==> config.mk <==
export PLATFORM = sky130hd
export DESIGN_NAME = runway_lights_seq
export DESIGN_NICKNAME = d
export VERILOG_FILES = /design/src/rtl/runway_pkg.sv /design/src/rtl/runway_lights_seq_rate_tick.sv /design/src/rtl/runway_lights_seq.sv
export SDC_FILE = /design/constraint.sdc
export NUM_CORES = 1
export LEC_CHECK = 0
export ABC_CLOCK_PERIOD_IN_PS = 2500
export BUFFER_PORTS_ARGS = -buffer_cell sky130_fd_sc_hd__clkbuf_2
export CAP_MARGIN = 0
export CORE_ASPECT_RATIO = 1.75
export CORE_UTILIZATION = 40
export DETAILED_ROUTE_END_ITERATION = 7
export GPL_TIMING_DRIVEN = 1
export PLACE_DENSITY_LB_ADDON = 0.15
export SLEW_MARGIN = 10
export SYNTH_ARGS = -nofsm -noshare
export SYNTH_HDL_FRONTEND = slang
export SYNTH_SLANG_ARGS = --single-unit
==> constraint.sdc <==
create_clock -name clk -period 2.5 [get_ports clk]
set_input_delay 0.375 -clock clk [delete_from_list [all_inputs] [get_ports clk]]
set_output_delay 0.375 -clock clk [all_outputs]
set_load 0.02 [all_outputs]
==> src/rtl/runway_pkg.sv <==
// Shared types and helpers for the runway light sequencer.
package runway_pkg;

  typedef enum logic [1:0] {
    CALM       = 2'b00,
    SWEEP_DOWN = 2'b01,
    SWEEP_UP   = 2'b10,
    FLASH      = 2'b11
  } mode_t;

  // Lamp patterns are built in a 32-bit container and sliced by the user.
  function automatic logic [31:0] even_mask(input int n);
    logic [31:0] m;
    m = '0;
    for (int i = 0; i < 32; i++) begin
      if (i < n && (i % 2) == 0) m[i] = 1'b1;
    end
    return m;
  endfunction

  function automatic logic [31:0] odd_mask(input int n);
    logic [31:0] m;
    m = '0;
    for (int i = 0; i < 32; i++) begin
      if (i < n && (i % 2) == 1) m[i] = 1'b1;
    end
    return m;
  endfunction

  function automatic logic is_onehot(input logic [31:0] v);
    return $onehot(v);
  endfunction

endpackage

==> src/rtl/runway_lights_seq_rate_tick.sv <==
// Programmable step-rate divider: tick is high on the edge that should
// advance the pattern, i.e. once every rate+1 un-held cycles.
module rate_tick
  import runway_pkg::*;
#(
  parameter int DIV_W = 8
) (
  input  logic             clk,
  input  logic             reset,
  input  logic [DIV_W-1:0] rate,
  input  logic             hold,
  output logic             tick
);

  logic [DIV_W-1:0] cnt_q;
  logic [DIV_W-1:0] cnt_d;

  // Compare with >= so lowering rate below the current count fires at once;
  // hold freezes everything, even with rate=0.
  always_comb begin
    tick  = 1'b0;
    cnt_d = cnt_q;
    if (!hold) begin
      if (cnt_q >= rate) begin
        tick  = 1'b1;
        cnt_d = '0;
      end else begin
        cnt_d = cnt_q + 1'b1;
      end
    end
  end

  // Counter register with synchronous reset.
  always_ff @(posedge clk) begin
    if (reset) cnt_q <= '0;
    else       cnt_q <= cnt_d;
  end

endmodule

==> src/rtl/runway_lights_seq.sv <==
// Runway / wind-indicator light sequencer. The wind inputs select one of
// four display modes; the pattern advances at the programmed rate.
module runway_lights_seq
  import runway_pkg::*;
#(
  parameter int N_LIGHTS = 3,
  parameter int DIV_W    = 8
) (
  input  logic                clk,
  input  logic                reset,
  input  logic                w1,
  input  logic                w0,
  input  logic [DIV_W-1:0]    rate,
  input  logic                hold,
  output logic [N_LIGHTS-1:0] lights,
  output logic                step,
  output logic [1:0]          mode_o
);

  localparam logic [31:0]         EVEN_W   = even_mask(N_LIGHTS);
  localparam logic [31:0]         ODD_W    = odd_mask(N_LIGHTS);
  localparam logic [N_LIGHTS-1:0] EVEN     = EVEN_W[N_LIGHTS-1:0];
  localparam logic [N_LIGHTS-1:0] ODD      = ODD_W[N_LIGHTS-1:0];
  localparam logic [N_LIGHTS-1:0] ALL_ON   = '1;
  localparam logic [N_LIGHTS-1:0] MSB_ONLY = {1'b1, {(N_LIGHTS-1){1'b0}}};
  localparam logic [N_LIGHTS-1:0] LSB_ONLY = {{(N_LIGHTS-1){1'b0}}, 1'b1};

  logic [N_LIGHTS-1:0] lights_q;
  logic [N_LIGHTS-1:0] lights_d;
  logic                step_q;
  mode_t               mode_q;
  mode_t               mode_sel;
  logic                advance;
  logic                onehot;

  rate_tick #(.DIV_W(DIV_W)) u_rate_tick (
    .clk   (clk),
    .reset (reset),
    .rate  (rate),
    .hold  (hold),
    .tick  (advance)
  );

  assign mode_sel = mode_t'({w1, w0});
  assign onehot   = is_onehot(32'(lights_q));

  // Next pattern: each mode has an entry rule for patterns it does not
  // recognise, so a mode change takes effect directly with no blank cycle.
  always_comb begin
    lights_d = lights_q;
    case (mode_sel)
      CALM:       lights_d = (lights_q == EVEN) ? ODD : EVEN;
      SWEEP_DOWN: lights_d = onehot ? {lights_q[0], lights_q[N_LIGHTS-1:1]} : MSB_ONLY;
      SWEEP_UP:   lights_d = onehot ? {lights_q[N_LIGHTS-2:0], lights_q[N_LIGHTS-1]} : LSB_ONLY;
      FLASH:      lights_d = (lights_q == ALL_ON) ? '0 : ALL_ON;
      default:    lights_d = EVEN;
    endcase
  end

  // Pattern, step strobe and applied-mode registers; mode is sampled only
  // on the advancing edge.
  always_ff @(posedge clk) begin
    if (reset) begin
      lights_q <= EVEN;
      step_q   <= 1'b0;
      mode_q   <= CALM;
    end else begin
      step_q <= advance;
      if (advance) begin
        lights_q <= lights_d;
        mode_q   <= mode_sel;
      end
    end
  end

  assign lights = lights_q;
  assign step   = step_q;
  assign mode_o = mode_q;

endmodule
Word-level counts from Yosys, hierarchy flattened
Index checks and enable logic that the tools add are counted.
- flip-flop bits (word level): 14
- input bits: 13
- output and inout port bits: 6
- add/subtract/negate cells: 3
- order comparisons: 1
- equal/unequal tests: 6
- muxes and demuxes: 8
- reduce and logical (&&, ||, !) cells: 1
- operators with widths (cell ; number):
    3-bit two-way mux ; 4
    3-bit one-hot mux with 4 select lines ; 1
    8-bit by 1-bit adder with 8-bit output (second input constant) ; 1
    8-bit >= comparator ; 1
    8-bit two-way mux ; 1
    3-bit == test (second input constant) ; 2
    2-bit == test (second input constant) ; 2
    2-bit by 1-bit adder with 3-bit output ; 1
    3-bit by 1-bit == test with 1-bit output (second input constant) ; 1
    1-bit by 1-bit adder with 2-bit output ; 1
    2-bit by 1-bit == test with 1-bit output (second input constant) ; 1
    2-bit zero test ; 1
    1-bit two-way mux ; 2

Longest topological paths before layout
- depth in word-level cells: 5
- mapped depth: 6
- mapped depth without buffers: 6

Modules after synthesis
From an unflattened synthesis, not the netlist that was laid out.
- cell total of the unflattened synthesis: 105
- area, all modules: 1006.0 µm²
- modules (own cells, without submodules) (module ; times used ; cells an instance ; area each (µm²) ; sequential area each (µm²)):
    rate_tick ; 1 ; 62 ; 615.6 ; 160.2
    runway_lights_seq ; 1 ; 43 ; 390.4 ; 120.1

Worst setup path after synthesis
OpenSTA, ideal clock, no wires.
- path kind: register to register
- start point: reg lights_q[0] (netlist: lights[0])
- end point: reg lights_q[2] (netlist: lights[2])
- library setup time: 0.125 ns
- arrival: 1.866 ns
- required time: 2.375 ns
- slack: 0.509 ns
- cell stages (with the launch flop): 7
- path buffers: 0
- clock period less this slack: 1.991 ns
- cell sequence: dfxtp_1 -> inv_1 -> fa_1 -> or3b_2 -> a21oi_1 -> o31a_1 -> mux2i_1
- longest elaborated chain between the ends: 5
- elaborated cells on any way between the ends: 10
- those cells by class: 2 x add/sub; 3 x eq/ne; 5 x mux
- RTL lines (element ; RTL line ; text):
    from (decl) ; runway_lights_seq.sv:28 ; logic [N_LIGHTS-1:0] lights_q;
    from (signal assigned) ; runway_lights_seq.sv:70 ; lights_q <= lights_d;
    1-bit by 1-bit adder with 2-bit output (implied by the code) ; runway_pkg.sv:31 ; return $onehot(v);
    2-bit by 1-bit adder with 3-bit output (implied by the code) ; runway_pkg.sv:31 ;
    3-bit by 1-bit == test with 1-bit output ; runway_pkg.sv:31 ;
    3-bit two-way mux (on tied branches) ; runway_lights_seq.sv:54, runway_lights_seq.sv:53 ;
    3-bit one-hot mux with 4 select lines (*) ; runway_lights_seq.sv:51 ; case (mode_sel)
Every way passes the cells marked *; elsewhere a longest branch is shown, timed or not.
A chain may end at the register's enable or synchronous reset.

Worst setup path in the final report
Same ends and word-level chain as after synthesis.

==> impl_results.html <==
<table>
<tr><th>Metric</th><th>Value</th></tr>
<tr><th colspan="2">Logic synthesis</th></tr>
<tr><td>Library cell with the largest summed area after synthesis</td><td>dfxtp_1</td></tr>
<tr><td>Count of unique library cells instantiated by Yosys</td><td>33</td></tr>
<tr><td>Synthesized flop and latch total</td><td>14</td></tr>
<tr><td>Sequential share of the synthesized area</td><td>28.7%</td></tr>
<tr><td>Average size of a mapped cell</td><td>9.31 µm²</td></tr>
<tr><td>Share of the synthesized area in the top cell type</td><td>28.7%</td></tr>
<tr><td>Post-synthesis cell count</td><td>105</td></tr>
<tr><td>Netlist area before placement</td><td>977 µm²</td></tr>
<tr><td>Largest cells by area after synthesis</td><td>dfxtp_1, ha_1, mux2i_1</td></tr>
<tr><td>Synthesized Nets</td><td>128</td></tr>
<tr><td>Yosys warning count</td><td>0</td></tr>
<tr><th colspan="2">Final layout</th></tr>
<tr><td>Share of final-layout standard cells stronger than drive strength 1</td><td>22.4%</td></tr>
<tr><td>Total of fill cells in the finished design</td><td>244</td></tr>
<tr><td>Diode insertion count for antenna repair</td><td>0</td></tr>
<tr><td>Most used cells in the layout excluding fill and tap cells</td><td>clkbuf_2, dfxtp_1, inv_1, ha_1, nor3_1</td></tr>
<tr><td>Layout Nets</td><td>149</td></tr>
<tr><td>Most common cell after layout, fill and taps aside</td><td>clkbuf_2</td></tr>
<tr><td>P&amp;R area growth vs syn</td><td>16.5%</td></tr>
<tr><td>Footprint of the multi-input gates</td><td>637 µm²</td></tr>
<tr><td>Footprint of the flip-flops and latches</td><td>280 µm²</td></tr>
<tr><th colspan="2">Pwr</th></tr>
<tr><td>P_sw</td><td>0.125 mW</td></tr>
<tr><td>Int Power</td><td>0.394 mW</td></tr>
<tr><td>Proportion of total power due to net switching</td><td>24.1%</td></tr>
<tr><td>Standby leakage power</td><td>0.585 nW</td></tr>
<tr><td>PD cells</td><td>456 mW/mm²</td></tr>
<tr><td>Largest vdd supply drop</td><td>267 µV</td></tr>
<tr><td>Relative contribution of sequential cells to total power</td><td>45.0%</td></tr>
<tr><td>Proportion of power drawn by combinational gates</td><td>11.5%</td></tr>
<tr><td>Part of the total power dissipated in the clock network</td><td>43.5%</td></tr>
<tr><th colspan="2">Setup path</th></tr>
<tr><td>Required time of the critical path</td><td>2.63 ns</td></tr>
<tr><td>Nature of the critical path startpoint</td><td>register</td></tr>
<tr><td>Critical setup path kind</td><td>register to register</td></tr>
<tr><td>Critical path endpoint category</td><td>register</td></tr>
<tr><td>Data arrival time of the critical path</td><td>2.09 ns</td></tr>
<tr><td>Maximum fanout encountered on the critical timing path</td><td>7</td></tr>
<tr><th colspan="2">Placement</th></tr>
<tr><td>DP Wirelength</td><td>1580 µm</td></tr>
<tr><td>IO Port Bufs</td><td>18</td></tr>
<tr><td>GP Congestion</td><td>0.679</td></tr>
<tr><th colspan="2">Floorplan</th></tr>
<tr><td>Height of the die</td><td>67.4 µm</td></tr>
<tr><td>Number of primary I/O pins</td><td>19</td></tr>
<tr><td>Starting utilization of the core area</td><td>42.4%</td></tr>
<tr><td>Core area</td><td>0.00230 mm²</td></tr>
<tr><td>Cell Rows</td><td>23</td></tr>
<tr><td>DIE AREA</td><td>0.00265 mm²</td></tr>
<tr><td>Die Width</td><td>39.4 µm</td></tr>
<tr><th colspan="2">Detailed routing</th></tr>
<tr><td>Number of DRC markers after the initial detailed-route iteration</td><td>13</td></tr>
<tr><td>Drc violations</td><td>0</td></tr>
<tr><td>Total length of routed wires</td><td>2000 µm</td></tr>
<tr><td>Number of detailed-routing iterations run before antenna repair</td><td>4</td></tr>
<tr><td>Routed length per placed instance</td><td>13.3 µm</td></tr>
<tr><td>Antenna Violating Nets Remaining</td><td>0</td></tr>
<tr><td>Vias post-DR</td><td>810</td></tr>
<tr><td>Drt via density</td><td>5.40</td></tr>
<tr><th colspan="2">GRT</th></tr>
<tr><td>Antenna violations before repair</td><td>0</td></tr>
<tr><td>Pin count of the biggest net entering global routing</td><td>18</td></tr>
<tr><td>Wire length of the first global-routing pass</td><td>3410 µm</td></tr>
<tr><td>Via count of the first global-routing pass</td><td>776</td></tr>
<tr><td>Sum of overflow across all layers after global routing</td><td>0</td></tr>
<tr><td>Overall fraction of global-route tracks in use</td><td>18.9%</td></tr>
<tr><th colspan="2">STA</th></tr>
<tr><td>Number of slew-limit violations in the final report</td><td>0</td></tr>
<tr><td>Transition time at the pin with the least slew margin</td><td>0.512 ns</td></tr>
<tr><td>Setup repair after global routing missed its margin</td><td>no</td></tr>
<tr><td>Final worst-path cycle share</td><td>78.2%</td></tr>
<tr><td>Hold Worst Slack</td><td>0.463 ns</td></tr>
<tr><td>Upper clock frequency limit</td><td>512 MHz</td></tr>
<tr><td>Setup Total Neg Slack</td><td>0 ns</td></tr>
<tr><td>Worst-case clock skew</td><td>0.00175 ns</td></tr>
<tr><td>Setup violators final</td><td>0</td></tr>
<tr><td>Final number of hold-violating endpoints</td><td>0</td></tr>
<tr><td>Worst slew margin relative to its limit</td><td>65.5%</td></tr>
<tr><td>Crit path time final</td><td>1.95 ns</td></tr>
<tr><th colspan="2">Worst hold path</th></tr>
<tr><td>Hold crit path type</td><td>input port to register</td></tr>
<tr><th colspan="2">Clock tree</th></tr>
<tr><td>Number of sinks on the clock net</td><td>14</td></tr>
<tr><td>PostCTS Resize Cnt</td><td>0</td></tr>
<tr><td>CTS Root Cell</td><td>clkbuf_8</td></tr>
<tr><td>Clock buffer count from CTS</td><td>3</td></tr>
<tr><td>Clock-pin transition on the worst setup and hold timing paths</td><td>0.06 ns</td></tr>
<tr><td>Number of levels the H-tree was split into</td><td>1</td></tr>
<tr><td>Cts-stage hold buffer count</td><td>0</td></tr>
<tr><td>CTS tree</td><td>built</td></tr>
<tr><td>Number of buffers on the longest clock path</td><td>2</td></tr>
<tr><td>Number of setup buffers added after CTS</td><td>0</td></tr>
<tr><td>Clock latency on the worst-skew pair</td><td>0.25 ns</td></tr>
<tr><th colspan="2">Job</th></tr>
<tr><td>Max_cap viols</td><td>0</td></tr>
<tr><th colspan="2">Status</th></tr>
<tr><td>Run status</td><td>finished, final reports clean</td></tr>
</table>
[critical path, stage by stage, from the launching register on]
cell	delay [ns]
dfxtp_1	0.42
inv_1	0.09
fa_1	0.52
or3b_2	0.46
a21oi_1	0.15
o31a_1	0.15
mux2i_1	0.06
[flip-flops by register name (all words and copies together), names as in the netlist]
name	flops
u_rate_tick.cnt_q	8
lights	3
mode_o	2
step	1
[path summary, 6_finish.rpt]
kind | startpoint | to | slack [ns] | depth (start not counted)
max | lights[0] | lights[2] | 0.55 | 6
min | w1 | mode_o[1] | 0.46 | 3
max reg2reg | lights[0] | lights[2] | 0.55 | 6
min reg2reg | mode_o[0] | mode_o[0] | 0.48 | 2
[stage by stage]
step | cells | total power [mW] | worst slack, ns | util [%] | instance area (µm²)
6_report | 150 | 0.519 | 0.546 | 49.5 | 1140
5_1_grt | 150 | 0.542 | 0.413 | 49.5 | 1140
4_1_cts | 150 | 0.525 | 0.538 | 49.5 | 1140
3_5_place_dp | 146 | 0.299 | 0.553 | 47.1 | 1080
3_3_place_gp | 146 | 0.296 | 0.585 | 47.1 | 1080
2_1_floorplan | 105 | 0.277 | 0.509 | - | 977
[power by group through the flow]
stage,registers (mW),logic [mW],clock network [mW]
after detailed placement,0.239,0.0606,0
final,0.234,0.0595,0.226
after global placement,0.238,0.0578,0
after global routing,0.234,0.0679,0.239
after floorplan,0.237,0.0409,0
after CTS,0.234,0.0611,0.230
[per-layer routing]
metal	up-vias	routed length, µm	track usage [%]	part of all wire, %
met5	-	0	0	0
met2	15	1170	36.0	59
met3	5	43	2.96	2.2
met1	376	730	17.5	37
met4	0	52	10.3	2.6
li1	414	-	-	-
[cells by family after synthesis]
| family | Yosys count | share of synthesized area [%] |
|---|---|---|
| compound gates | 16 | 14.0 |
| xor+xnor | 7 | 6.27 |
| fa+ha+maj | 10 | 13.6 |
| buf+inv | 14 | 6.15 |
| flops | 14 | 28.7 |
| mux | 6 | 6.15 |
| simple gates | 38 | 25.2 |
[cell type report]
class | instances | share of cell area, %
Clock buffer | 4 | 4.84
Inverter | 12 | 3.96
Multi-Input combinational cell | 77 | 55.9
Tap cell | 25 | 2.75
Timing Repair Buffer | 18 | 7.91
Sequential cell | 14 | 24.6
[cells in the mapped netlist, drive strengths merged]
cell type  instances
and4b              1
mux2i              6
nand4bb            1
nor3               8
buf                1
and3               3
a41o               1
nor2               6
nand3              4
fa                 1
nor2b              2
dfxtp             14
a21o               1
nand2b             5
o21ai              2
or3b               2
o2bb2ai            1
nand3b             1
clkbuf             1
xnor2              1
inv               12
o31a               2
nand4b             2
nor4b              1
and2               1
ha                 9
o311ai             1
a21oi              6
xor2               6
o211ai             1
a2bb2oi            1
nor3b              1
Power figures use the tool's default switching activity.
